## config.mk

```make
export PLATFORM = sky130hd
export DESIGN_NAME = div_ctrl
export DESIGN_NICKNAME = d
export VERILOG_FILES = /design/src/rtl/div_ctrl.sv
export SDC_FILE = /design/constraint.sdc
export NUM_CORES = 1
export LEC_CHECK = 0
export CAP_MARGIN = 20
export CORE_MARGIN = 3
export CORE_UTILIZATION = 46
export CTS_CLUSTER_SIZE = 30
export DETAILED_ROUTE_END_ITERATION = 8
export PLACE_DENSITY_LB_ADDON = 0.2
export SYNTH_ARGS = -nofsm -noshare
export SYNTH_HDL_FRONTEND = slang
export SYNTH_SLANG_ARGS = --single-unit
```

## constraint.sdc

```tcl
create_clock -name clk -period 2.2 [get_ports clk]
set_clock_uncertainty 0.05 [all_clocks]
set_input_delay 0.44 -clock clk [delete_from_list [all_inputs] [get_ports clk]]
set_output_delay 0.44 -clock clk [all_outputs]
set_load 0.1 [all_outputs]
```

## src/rtl/div_ctrl.sv

```systemverilog
// Sequencer between the EX stage and the shared pipelined divider.
// It latches one DIV/DIVU and issues it to the divider. It holds the pipeline
// until the result returns, then pulses done with HI/LO.
// Divide-by-zero is answered locally. A flush discards the result, and a
// divider that never answers is abandoned after TIMEOUT cycles.
//
// state  | meaning
// -------+-------------------------------------------------------------
// IDLE   | no op in flight; accepts start & ~flush
// ISSUE  | single-cycle request to the divider
// WAIT   | waiting for div_out_valid, counting toward TIMEOUT
// DONE   | result presented, done pulsed unless flushed
// DRAIN  | flushed op still in the divider; swallow its result
module div_ctrl #(
    parameter int TIMEOUT = 64
) (
    input  logic        clk,
    input  logic        resetn,
    input  logic        start,
    input  logic        sign,
    input  logic [31:0] srca,
    input  logic [31:0] srcb,
    input  logic        flush,
    output logic        stall,
    output logic        done,
    output logic [31:0] hi_out,
    output logic [31:0] lo_out,
    output logic        err,
    output logic        div_rst,
    output logic        div_in_valid,
    output logic        div_sign,
    output logic [31:0] div_srca,
    output logic [31:0] div_srcb,
    input  logic        div_out_valid,
    input  logic [31:0] div_hi,
    input  logic [31:0] div_lo
);

    localparam int            CW       = $clog2(TIMEOUT);
    localparam logic [CW-1:0] CNT_LAST = CW'(TIMEOUT - 1);

    typedef enum logic [2:0] {
        S_IDLE,
        S_ISSUE,
        S_WAIT,
        S_DONE,
        S_DRAIN
    } state_t;

    state_t        state;
    state_t        state_nxt;
    logic [CW-1:0] cnt;
    logic [31:0]   res_hi;
    logic [31:0]   res_lo;
    logic [31:0]   hi_q;
    logic [31:0]   lo_q;
    logic          err_q;
    logic          zero_div;
    logic          latch_ops;
    logic          cap_res;
    logic          commit;
    logic          cnt_clr;
    logic          cnt_inc;
    logic          timeout_hit;

    assign zero_div = (srcb == '0);

    // State register; reset abandons any op without a done or err pulse.
    always_ff @(posedge clk) begin
        if (!resetn) begin
            state <= S_IDLE;
        end else begin
            state <= state_nxt;
        end
    end

    // Next state, handshake outputs and datapath enables.
    always_comb begin
        state_nxt    = state;
        stall        = 1'b0;
        done         = 1'b0;
        div_in_valid = 1'b0;
        latch_ops    = 1'b0;
        cap_res      = 1'b0;
        commit       = 1'b0;
        cnt_clr      = 1'b0;
        cnt_inc      = 1'b0;
        timeout_hit  = 1'b0;
        case (state)
            S_IDLE: begin
                if (start && !flush) begin
                    stall     = 1'b1;
                    latch_ops = 1'b1;
                    state_nxt = zero_div ? S_DONE : S_ISSUE;
                end
            end
            S_ISSUE: begin
                stall        = 1'b1;
                div_in_valid = 1'b1;
                cnt_clr      = 1'b1;
                state_nxt    = flush ? S_DRAIN : S_WAIT;
            end
            S_WAIT: begin
                stall = 1'b1;
                if (div_out_valid) begin
                    // A flush in the same cycle as the result drops it and
                    // skips DRAIN, because nothing is left in the divider.
                    cap_res   = !flush;
                    state_nxt = flush ? S_IDLE : S_DONE;
                end else if (cnt == CNT_LAST) begin
                    timeout_hit = 1'b1;
                    state_nxt   = S_IDLE;
                end else begin
                    cnt_inc = 1'b1;
                    if (flush) begin
                        state_nxt = S_DRAIN;
                    end
                end
            end
            S_DONE: begin
                done      = !flush;
                commit    = !flush;
                state_nxt = S_IDLE;
            end
            S_DRAIN: begin
                stall = start;
                if (div_out_valid) begin
                    state_nxt = S_IDLE;
                end else if (cnt == CNT_LAST) begin
                    timeout_hit = 1'b1;
                    state_nxt   = S_IDLE;
                end else begin
                    cnt_inc = 1'b1;
                end
            end
            default: begin
                state_nxt = S_IDLE;
            end
        endcase
    end

    // Operand registers stay frozen from acceptance until the next IDLE accept,
    // because the divider wrapper selects its output by div_sign.
    always_ff @(posedge clk) begin
        if (!resetn) begin
            div_sign <= 1'b0;
            div_srca <= '0;
            div_srcb <= '0;
        end else if (latch_ops) begin
            div_sign <= sign;
            div_srca <= srca;
            div_srcb <= srcb;
        end
    end

    // Pending result: either the divide-by-zero answer or the divider output.
    always_ff @(posedge clk) begin
        if (!resetn) begin
            res_hi <= '0;
            res_lo <= '0;
        end else if (latch_ops && zero_div) begin
            res_hi <= srca;
            res_lo <= '1;
        end else if (cap_res) begin
            res_hi <= div_hi;
            res_lo <= div_lo;
        end
    end

    // Architectural HI/LO are updated only by an unflushed DONE.
    always_ff @(posedge clk) begin
        if (!resetn) begin
            hi_q <= '0;
            lo_q <= '0;
        end else if (commit) begin
            hi_q <= res_hi;
            lo_q <= res_lo;
        end
    end

    // Wait counter and the timeout pulse that also resets the divider.
    always_ff @(posedge clk) begin
        if (!resetn) begin
            cnt   <= '0;
            err_q <= 1'b0;
        end else begin
            err_q <= timeout_hit;
            if (cnt_clr) begin
                cnt <= '0;
            end else if (cnt_inc) begin
                cnt <= cnt + CW'(1);
            end
        end
    end

    // HI/LO become visible in the done cycle itself, not one cycle later.
    assign hi_out  = commit ? res_hi : hi_q;
    assign lo_out  = commit ? res_lo : lo_q;
    assign err     = err_q;
    assign div_rst = !resetn || err_q;

endmodule

```

Yosys cells after proc, flatten, opt, wreduce, memory -nomap -nowiden. Index checks and enable logic that the tools add are counted.

Output and inout port bits: 134. Bits of input ports: 134. Register bits: 203. Word-level logic and storage cells: 61.

Reductions and logical operators: 13. Bitwise operators: 2. Muxes and demuxes: 27. Add/subtract/negate cells: 1. Equality and inequality tests: 8.

Operators by type and width (number): two-way mux 32 bit (6); logical NOT 32 bit (1); two-way mux 3 bit (7); case mux 3 bit (4 select lines) (1); two-way mux 1 bit (10); adder 6 x 1 -> 6 bit (second input constant) (1); equality test 3 x 2 -> 1 bit (second input constant) (2); equality test 6 bit (second input constant) (1); OR reduction 2 bit (3); two-way mux 2 bit (2); inequality test 4 bit (second input constant) (1); equality test 3 x 1 -> 1 bit (second input constant) (1); equality test 3 bit (second input constant) (1); logical NOT 3 bit (1); inequality test 3 bit (second input constant) (1); case mux 1 bit (3 select lines) (1); AND reduction 3 bit (1); OR reduction 3 bit (1); logical AND 1 bit (2); logical NOT 1 bit (2); inequality test 2 bit (second input constant) (1); inverter 1 bit (2); nonzero test 2 bit (1); logical OR 1 bit (1).

Logic depth before layout (Yosys ltp). Gate-level depths: netlist of run 1.

Depth after elaboration: 6. Mapped depth: 8.

Worst setup path after synthesis of run 1. OpenSTA, ideal clock, no wires.

Path kind: reg-to-reg. Start point: register state[0]. End point: register state[1]. Arrival: 3184 ps. Required time: 2069 ps. Library setup time: 81 ps. Cell stages (with the launch flop): 5. Buffers on the path: 0. Slack: -1115 ps. Clock period less this slack: 3315 ps. Cell sequence: dfxtp_1 > inv_1 > nor3_1 > a221oi_1 > o22ai_1.

Cells in the longest elaborated chain, start to end: 3. Elaborated cells on any way between the ends: 9. Those cells by class: eq/ne: 6; mux: 1; reduce/logical: 2.

Ends and longest elaborated chain: start: declaration (RTL line 50) `state_t state;`; start signal: assignment (RTL line 73) `state <= state_nxt;`; equality test 3 x 2 -> 1 bit (tied with other cells) (RTL line 89) `case (state)`; inequality test 4 bit (no line) (tied with other cells); AND reduction 3 bit (no line).

Parallel ways exist; a longest one is shown, timed or not. A chain may end at the register's enable or synchronous reset.

Final worst setup path of run 1.
Start point: register state[1]. End point: output port lo_out[12].

Cells in the longest elaborated chain, start to end: 3.

Ends and longest elaborated chain: equality test 3 x 2 -> 1 bit (RTL line 89); two-way mux 1 bit (RTL line 89); two-way mux 32 bit; end: declaration (RTL line 27) `output logic [31:0] lo_out,`.

No other way between the ends.

==> results of run 1 <==
[final cells by class]
| class | count | area share |
|---|---|---|
| antenna | 1 | 0.000191 |
| multi-input combinational | 608 | 0.300 |
| clock inverter | 5 | 0.00381 |
| inverter | 4 | 0.00124 |
| clock buffer | 35 | 0.0526 |
| timing repair buffer | 349 | 0.312 |
| sequential | 203 | 0.310 |
| tap | 220 | 0.0210 |
[cell usage after synthesis]
| master | instances |
|---|---|
| a21boi_0 | 40 |
| o21ai_0 | 2 |
| ha_1 | 1 |
| inv_1 | 3 |
| nand4_1 | 3 |
| a21oi_1 | 38 |
| nor2b_1 | 2 |
| o32ai_1 | 1 |
| a311oi_2 | 18 |
| mux2_1 | 11 |
| nor2b_4 | 1 |
| and3_1 | 3 |
| buf_1 | 6 |
| nand2_1 | 242 |
| dfxtp_1 | 203 |
| buf_4 | 1 |
| nand3_1 | 14 |
| inv_2 | 1 |
| nor3_2 | 1 |
| buf_2 | 10 |
| nor4_1 | 9 |
| xnor2_1 | 3 |
| nand2b_1 | 3 |
| xor2_1 | 2 |
| o2bb2ai_1 | 1 |
| mux2_2 | 53 |
| a311oi_1 | 3 |
| a31oi_1 | 33 |
| a32oi_1 | 11 |
| o21a_1 | 1 |
| o22ai_1 | 1 |
| nor3_1 | 2 |
| o211ai_1 | 1 |
| buf_6 | 9 |
| clkbuf_1 | 43 |
| or3_1 | 1 |
| nor2_1 | 35 |
| and2_1 | 69 |
| o311a_1 | 1 |
| and2_0 | 1 |
| a221oi_1 | 1 |
[flip-flops by register name, summed over array words and instances, names as in the netlist]
signal / flops
div_srcb: 32
lo_q: 32
cnt: 6
state: 3
div_srca: 32
res_hi: 32
err: 1
div_sign: 1
res_lo: 32
hi_q: 32
[where the power goes]
group	leakage, uW	switching, uW	internal, uW
Sequential	0.00164	37.2	3750
Combinational	0.00312	813	439
Clock	0.000369	1450	2260
Total	0.00513	2300	6450
[worst min-delay path, delay by kind of cell, from the launching register on]
| kind | cells | cell delay, ps |
|---|---|---|
| compound gates | 1 | 50 |
| flops | 1 | 310 |
| simple gates | 1 | 50 |
[stage by stage]
step / power (uW) / setup TNS, ps
2_1_floorplan: 4570 / -1410
3_3_place_gp: 5090 / -49450
3_5_place_dp: 5100 / -48540
4_1_cts: 8800 / -24350
5_1_grt: 9030 / -26790
6_report: 8750 / -22580
[repair_timing]
| item | in CTS | in global routing |
|---|---|---|
| gates resized for setup | 28 | 14 |
| setup buffers | 5 | 6 |
| endpoints found under the setup margin | 66 | 66 |
| pin swaps | 1 | 2 |
| cloned | 2 | 3 |
[routing by layer]
layer / track usage / up-vias
met4: 0.0723 / 0
met2: 0.434 / 250
met3: 0.0632 / 48
met1: 0.321 / 3551
met5: 0 / -
li1: - / 3597
[worst paths after layout]
check                            start                         to  slack [ps]  cells after the start
max reg2reg      state[2]$_SDFFE_PN0P_    res_lo[16]$_SDFFE_PN0P_         310                      7
min reg2reg  div_srca[28]$_SDFFE_PN0P_  div_srca[28]$_SDFFE_PN0P_         400                      2
max              state[1]$_SDFFE_PN0P_                 lo_out[12]        -400                      7
min          div_srca[28]$_SDFFE_PN0P_  div_srca[28]$_SDFFE_PN0P_         400                      2
[logic make-up after synthesis]
group,Yosys count,share of synthesized area
simple gates,386,0.212
flops,203,0.504
compound gates,152,0.143
buf+inv,73,0.0443
mux,64,0.0893
xor+xnor,5,0.00543
fa+ha+maj,1,0.00155
[cell usage in the layout (no fill, tap or decap), types with 13 or more instances in the layout]
master,synthesis,layout
nand3_1,14,13
buf_4,1,125
a21oi_1,38,38
a311oi_2,18,18
nand2_1,242,241
a31oi_1,33,33
mux2_4,0,64
clkdlybuf4s50_1,0,131
a21boi_0,40,40
and2_1,69,66
dfxtp_1,203,201
clkbuf_16,0,26
nor2_1,35,34
buf_12,0,83
==> metrics, run 1 <==
run status finished with violations; violations in the final reports negative setup slack; Crit path buffers/inverters 3; number of standard-cell rows in the floorplan 47; global-route congestion overflow total 0; average cell area after synthesis 9.13 um2; first-pass iteration count of the detailed router 5; power density cells between 600 and 700 nW/um2; Setup-failing EPs final 65; wire length per cell between 15 and 20 um; ports placed on the boundary around 270; routability congestion estimate from global placement 0.877; pin count of the biggest net entering global routing 66; post-synthesis to final-layout area growth 62.6%; number of antenna violations at the first check in global routing 0; width of the chip around 140 um; initial standard-cell utilization of the core 0.478; worst hold margin about 400 ps; die outline height 138 um; number of inserted filler cells in the final layout 1119; number of levels the H-tree was split into 1; leakage power total between 0.005 and 0.006 uW; slowest stage cell, crit path mux2_4; setup repair after global routing missed its margin true; Detailed Route WL 26.4 mm; number of nets still failing antenna checks after routing 0; Yosys cell types 41; critical path data arrival time between 2000 and 2500 ps; combined area of the multi-input logic cells 3930 um2; largest area contributor in the netlist dfxtp_1; CP startpoint kind flip-flop; fmax between 0.3 and 0.4 GHz; total met3 wirelength after detailed routing between 1.5 and 2 mm; vias in the first global route approximately 7300; Core Util, Final 0.778; clk slew on worst S/H paths approximately 60 ps; TritonCTS clock tree yes; global-route wire length before repair 39.9 mm; Num CTS Buffers 22; peak supply drop 602 uV; WL met2 between 10 and 15 mm; number of synthesized register bits 203; Global Route Usage Sum 0.254; minimum period implied by the final worst setup slack ~2600 ps; Crit path largest cell delay approximately 330 ps; post-route clock period utilization 1.18; Clk Latency, worst-skew pair slightly below 500 ps; clock tree root driver cell clkbuf_16; YS warnings 0; total core area 16900 um2; highest signal layer in the routed design met4; Syn Std Cell Area 8070 um2; crit path capture type output port; Top delay family on crit path simple AND/OR/NAND/NOR gates; floorplan die area between 15000 and 20000 um2; final layout net count ~1300; share of post-route cells with drive strength above 1 0.292; final count of hold timing violations 0; clock buffer depth 3; leading post-synthesis cells by cell area dfxtp_1 (50%), nand2_1 (11%), mux2_2 (7.4%); number of slew-limit violations in the final report 0; syn_nets slightly above 1000; HPWL reported at the end of detailed placement between 15 and 20 mm; pre-CTS setup slack -437 ps; DRC violation count after routing 0; Worst Path Max Fanout 8; Maximum Capacitance Violations 0; Port-buffer cells 267; start-to-end type of the worst setup path reg -> out; total routed wire length on the met1 layer 10.8 mm; sequential fraction of the synthesis area 0.504; dpl cell area around 12000 um2; area share of the largest cell type after synthesis 0.504; type of the worst min-delay path reg -> reg; mean number of vias per cell between 5 and 6; post-route cell area ~13000 um2; Critical Path RT around 1700 ps; setup ws final -400 ps; chain of cells forming the critical path nor2b_4 -> and2_4 -> and2_4 -> buf_12 -> clkbuf_16 -> mux2_4 -> buf_12; cts hold-fix bufs 0; # clock sinks between 200 and 250; total vias in the final route 7446; Detailed Route Iter0 Violations approximately 430; Sequential Area 4070 um2; number of instances in the synthesized netlist around 880; worst relative slew slack 0.504; final non-filler cell total between 1000 and 1500; number of instances in the placed design about 1400; slew at the pin with the worst max-slew slack ~740 ps
Note: power is estimated with default switching activity, not from simulation.
==> run 2, diff against run 1 <==
==> constraint.sdc (replaced) <==
create_clock -name clk -period 2.2 [get_ports clk]
set_clock_uncertainty 0.05 [all_clocks]
set_input_delay 0.55 -clock clk [delete_from_list [all_inputs] [get_ports clk]]
set_output_delay 0.55 -clock clk [all_outputs]
set_load 0.1 [all_outputs]
==> run 2 against run 1 <==
Net effect: the run still ends with negative setup slack left; sequential power about the same; fmax shrank 5.1%; critical path depth unchanged; largest cell class unchanged; largest power group unchanged; highest routed layer is now met5.
==> metrics, run 2 (synthesis gave the netlist of run 1 again) <==
worst relative slew slack 0.489; critical path data arrival time approximately 2100 ps; clock tree root driver cell clkbuf_16; portion of total power attributed to combinational logic 0.148; Port-buffer cells ~270; width of the chip ~140 um; vias in the first global route 7544; pin count of the biggest net entering global routing 66; total core area 16900 um2; mean number of vias per cell around 5.4; Antenna Cells 0; initial standard-cell utilization of the core 0.478; post-synthesis to final-layout area growth 67.3%; Crit path largest cell delay between 300 and 400 ps; start-to-end type of the worst setup path reg -> out; Detailed Route Iter0 Violations between 500 and 600; number of instances in the placed design approximately 1400; final-layout setup total negative slack -32620 ps; chain of cells forming the critical path nor2b_4 -> and2_4 -> and2_4 -> buf_6 -> buf_12 -> mux2_4 -> buf_12; number of nets still failing antenna checks after routing 0; Top delay family on crit path simple AND/OR/NAND/NOR gates; most common cell after layout, fill and taps aside nand2_1; DRC violation count after routing 0; minimum period implied by the final worst setup slack approximately 2700 ps; cts hold-fix bufs 0; die outline height 138 um; post-route clock period utilization 1.25; crit path capture type output port; # clock sinks around 200; Detailed Route WL around 28 mm; routability congestion estimate from global placement 0.876; floorplan die area roughly 19000 um2; reported net switching power about 2300 uW; ports placed on the boundary roughly 270; internal power 6320 uW; setup repair after global routing missed its margin true; HPWL reported at the end of detailed placement around 17 mm; run status finished with violations; Clk Latency, worst-skew pair between 400 and 500 ps; Crit path buffers/inverters 3; global-route wire length before repair 41.0 mm; Worst Path Max Fanout 6; sequential fraction of design power 0.439; share of post-route cells with drive strength above 1 0.308; slowest stage cell, crit path dfxtp_2; clock network fraction of total power 0.413; clk slew on worst S/H paths roughly 60 ps; number of slew-limit violations in the final report 0; Setup-failing EPs final between 60 and 70; violations in the final reports negative setup slack; final layout net count 1333; power density cells 639 nW/um2; final count of hold timing violations 0; fmax ~0.36 GHz; wire length per cell between 15 and 20 um; peak supply drop 619 uV; TritonCTS clock tree yes; Critical Path RT 1600 ps; leading cell types in the layout, fill and taps excluded nand2_1 (241), dfxtp_1 (200), clkdlybuf4s50_1 (125); Sw Share 0.268; total vias in the final route roughly 7700; setup ws final -541 ps; Maximum Capacitance Violations 0; number of levels the H-tree was split into 1; leakage power total ~0.0053 uW; CP startpoint kind flip-flop; number of inserted filler cells in the final layout just under 1000; slew at the pin with the worst max-slew slack roughly 770 ps; global-route congestion overflow total 0; final non-filler cell total between 1000 and 1500; Global Route Usage Sum 0.259; first-pass iteration count of the detailed router 5; number of standard-cell rows in the floorplan between 40 and 50; number of antenna violations at the first check in global routing 1; type of the worst min-delay path in -> reg; Num CTS Buffers 21; clock buffer depth 3
## run 2: cell types whose count changed in the layout (fill, tap and decap cells not counted), moves of 3 or more
cell,delta
nor2_1,-3
buf_4,-11
buf_6,+5
clkdlybuf4s50_1,-6
nor4_2,+5
clkbuf_8,-3
buf_12,+6
clkbuf_1,-3
clkbuf_16,+4
dlymetal6s2s_1,+5
nor4_1,-5
## run 2: cell type report
type                       count  area, um2  share of cell area
timing repair buffer         358       4420               0.327
clock buffer                  27        588              0.0436
clock inverter                 8       93.8             0.00695
tap                          220        275              0.0204
inverter                       4       20.0             0.00148
multi-input combinational    610       4040               0.299
sequential                   203       4070               0.301
## run 2: final timing paths
kind / slack [ps] / to / depth (start not counted) / start
max reg2reg: 160 / res_hi[4]$_SDFFE_PN0P_ / 8 / state[2]$_SDFFE_PN0P_
min reg2reg: 400 / div_sign$_SDFFE_PN0P_ / 2 / div_sign$_SDFFE_PN0P_
min: 310 / div_srcb[16]$_SDFFE_PN0P_ / 3 / srcb[16]
max: -540 / hi_out[3] / 7 / state[1]$_SDFFE_PN0P_
## run 2: tightest hold or removal path: stages
cell and delay, ps:
dlymetal6s2s_1 140, nand2_1 60, a21oi_1 50
## run 2: per-stage QoR
| stage | power, uW | cell area (um2) | hold slack [ps] | setup slack, ps | util |
|---|---|---|---|---|---|
| 3_5_place_dp | 5090 | 11900 | 398 | -648 | 0.707 |
| 5_1_grt | 8870 | 13500 | 308 | -598 | 0.800 |
| 2_1_floorplan | 4570 | 8150 | 394 | -148 | - |
| 4_1_cts | 8630 | 13000 | 346 | -511 | 0.771 |
| 6_report | 8630 | 13500 | 309 | -541 | 0.800 |
| 3_3_place_gp | 5080 | 11900 | 393 | -634 | 0.707 |
## run 2: power groups by stage
stage / Combinational (uW) / Clock [uW] / Sequential (uW)
after floorplan: 258 / 0 / 4310
after global placement: 1220 / 0 / 3860
after detailed placement: 1220 / 0 / 3860
after CTS: 1250 / 3600 / 3780
after global routing: 1330 / 3750 / 3790
final: 1280 / 3560 / 3780
## run 2: layer usage
layer / GRT usage / wire length (um) / vias up
li1: - / - / 3625
met4: 0.0889 / 991 / 2
met3: 0.0670 / 2110 / 68
met2: 0.445 / 13900 / 295
met5: 0 / 17 / -
met1: 0.315 / 10800 / 3726
## run 2: timing repair
item                       4_1_cts  5_1_grt
gates cloned                     4       14
setup endpoints to repair       66      108
setup buffers                   11       12
gates resized for setup         63       30
pin swaps                        3       10
==> run 3, diff against run 2 <==
--- a/config.mk
+++ b/config.mk
@@ -7,10 +7,11 @@
 export LEC_CHECK = 0
 export CAP_MARGIN = 20
 export CORE_MARGIN = 3
-export CORE_UTILIZATION = 46
+export CORE_UTILIZATION = 41
 export CTS_CLUSTER_SIZE = 30
 export DETAILED_ROUTE_END_ITERATION = 8
-export PLACE_DENSITY_LB_ADDON = 0.2
+export HOLD_SLACK_MARGIN = 0.06
+export PLACE_DENSITY = 0.75
 export SYNTH_ARGS = -nofsm -noshare
 export SYNTH_HDL_FRONTEND = slang
 export SYNTH_SLANG_ARGS = --single-unit
==> constraint.sdc (replaced) <==
create_clock -name clk -period 2.45 [get_ports clk]
set_clock_uncertainty 0.05 [all_clocks]
set_input_delay 0.6125 -clock clk [delete_from_list [all_inputs] [get_ports clk]]
set_output_delay 0.6125 -clock clk [all_outputs]
set_load 0.1 [all_outputs]
==> run 3 against run 2 <==
Net effect: the flow still finishes with violations (negative setup slack); power decreased by 10%; final area shrank 3.6%; final cell count grew 0.91%; global-route usage decreased by 2.0 points; wire length shrank 4.5%; largest cell class is now flip-flops and latches; largest power group unchanged.
==> metrics, run 3 (synthesis gave the netlist of run 1 again) <==
run status finished with violations; violations in the final reports negative setup slack; width of the chip between 100 and 150 um; global-route congestion overflow total 0; wire length per cell 18.4 um; clock tree root driver cell clkbuf_16; leading cell types in the layout, fill and taps excluded nand2_1 (241), dfxtp_1 (201), clkdlybuf4s50_1 (130); total core area approximately 19000 um2; Critical Path RT ~1800 ps; most common cell after layout, fill and taps aside nand2_1; minimum period implied by the final worst setup slack 2770 ps; ports placed on the boundary approximately 270; CP startpoint kind input port; mean number of vias per cell around 5; type of the worst min-delay path in -> reg; flop2flop setup slack between 400 and 500 ps; total vias in the final route 7397; worst hold margin 400 ps; peak supply drop just under 400 uV; setup repair after global routing missed its margin true; Detailed Route Iter0 Violations roughly 420; Core Util, Final 0.684; fmax 0.360 GHz; number of slew-limit violations in the final report 0; worst relative slew slack 0.495; post-synthesis to final-layout area growth 61.3%; power density cells approximately 600 nW/um2; number of nets still failing antenna checks after routing 0; Maximum Capacitance Violations 0; HPWL reported at the end of detailed placement between 15 and 20 mm; slew at the pin with the worst max-slew slack 757 ps; pin count of the biggest net entering global routing 66; Setup-failing EPs final 65; floorplan die area between 20000 and 25000 um2; DRC violation count after routing 0; die outline height between 100 and 150 um; start-to-end type of the worst setup path in -> out; number of standard-cell rows in the floorplan 50; Worst Path Max Fanout 5; Num CTS Buffers 23; Port-buffer cells ~270; global-route wire length before repair 41.5 mm; routability congestion estimate from global placement between 0.8 and 0.9; first-pass iteration count of the detailed router 4; initial standard-cell utilization of the core 0.424; Min-Delay Endpoint div_srcb[27]$_SDFFE_PN0P_; hold depth 2; post-route clock period utilization 1.13; share of post-route cells with drive strength above 1 0.281; worst reg2reg startpoint state[2]$_SDFFE_PN0P_; Reg2Reg Depth 7; clk slew on worst S/H paths 60 ps; Clk Latency, worst-skew pair 500 ps; TritonCTS clock tree yes; post-route cell area around 13000 um2; dpl cell area about 12000 um2; vias in the first global route about 7500; critical path data arrival time between 2000 and 2500 ps; clock buffer depth 3; # clock sinks between 200 and 250; Detailed Route WL around 27 mm; leakage power total 0.00501 uW; reg2reg end res_lo[9]$_SDFFE_PN0P_; crit path capture type output port; final layout net count 1300; Power Total between 7000 and 8000 uW; final count of hold timing violations 0; number of levels the H-tree was split into 1; setup ws final -325 ps; hold path start resetn; number of antenna violations at the first check in global routing 1; Global Route Usage Sum 0.239
-- run 3: changes by cell type in the layout (fill, tap and decap cells not counted), moves of 5 or more --
cell / delta
buf_6: -6
mux2_2: +7
buf_4: -16
clkdlybuf4s50_1: +5
buf_12: -6
mux2_4: -7
clkbuf_16: -6
-- run 3: worst max-delay path, cell delays in order --
cell and delay (ps):
clkdlybuf4s15_1 240, inv_1 100, and2_4 140, and2_4 190, buf_12 160, clkbuf_16 160
mux2_4 320, buf_12 170
-- run 3: worst max-delay path by stage --
stage                                      from    endpoint  slack (ps)  cells past startpoint
after floorplan                           flush  hi_out[22]        -100                      6
after global routing      state[1]$_SDFFE_PN0P_  lo_out[24]        -400                      7
final                                     flush  lo_out[25]        -320                      8
after CTS                 state[1]$_SDFFE_PN0P_   lo_out[1]        -340                      7
after global placement                    flush   hi_out[6]        -520                      7
after detailed placement                  flush   lo_out[1]        -520                      7
-- run 3: routing by layer --
metal | wire [um] | track usage | up-vias
li1 | - | - | 3556
met1 | 10800 | 0.299 | 3499
met2 | 12700 | 0.396 | 279
met3 | 2100 | 0.0689 | 63
met4 | 983 | 0.0786 | 0
met5 | 0 | 0 | -
-- run 3: final cells by class --
type / instances / area (um2)
Tap cell: 260 / 325
Antenna cell: 2 / 5.00
Multi-Input combinational cell: 608 / 3930
Clock inverter: 11 / 85.1
Timing Repair Buffer: 325 / 3970
Clock buffer: 30 / 622
Sequential cell: 203 / 4070
Fill cell: 1437 / 6000
Inverter: 4 / 16.3
-- run 3: through the flow --
step	std cells	TNS (ps)	setup slack [ps]
after global routing	1442	-24030	-398
after CTS	1438	-20200	-342
after detailed placement	1387	-49050	-524
final	1443	-18780	-325
after floorplan	884	-1080	-104
after global placement	1387	-51240	-517
-- run 3: where the power goes --
group          internal (uW)  switching, uW  leakage [uW]
Clock                   1890           1350      0.000349
Combinational            381            721       0.00302
Sequential              3360           36.0       0.00164
Total                   5640           2110       0.00501
-- run 3: what timing repair did --
action                     CTS  global route
setup endpoints to repair   66            69
pin swaps                    1             0
setup buffers                5             2
hold buffers                 0             0
resized for setup           39             9
cloned                       5             1
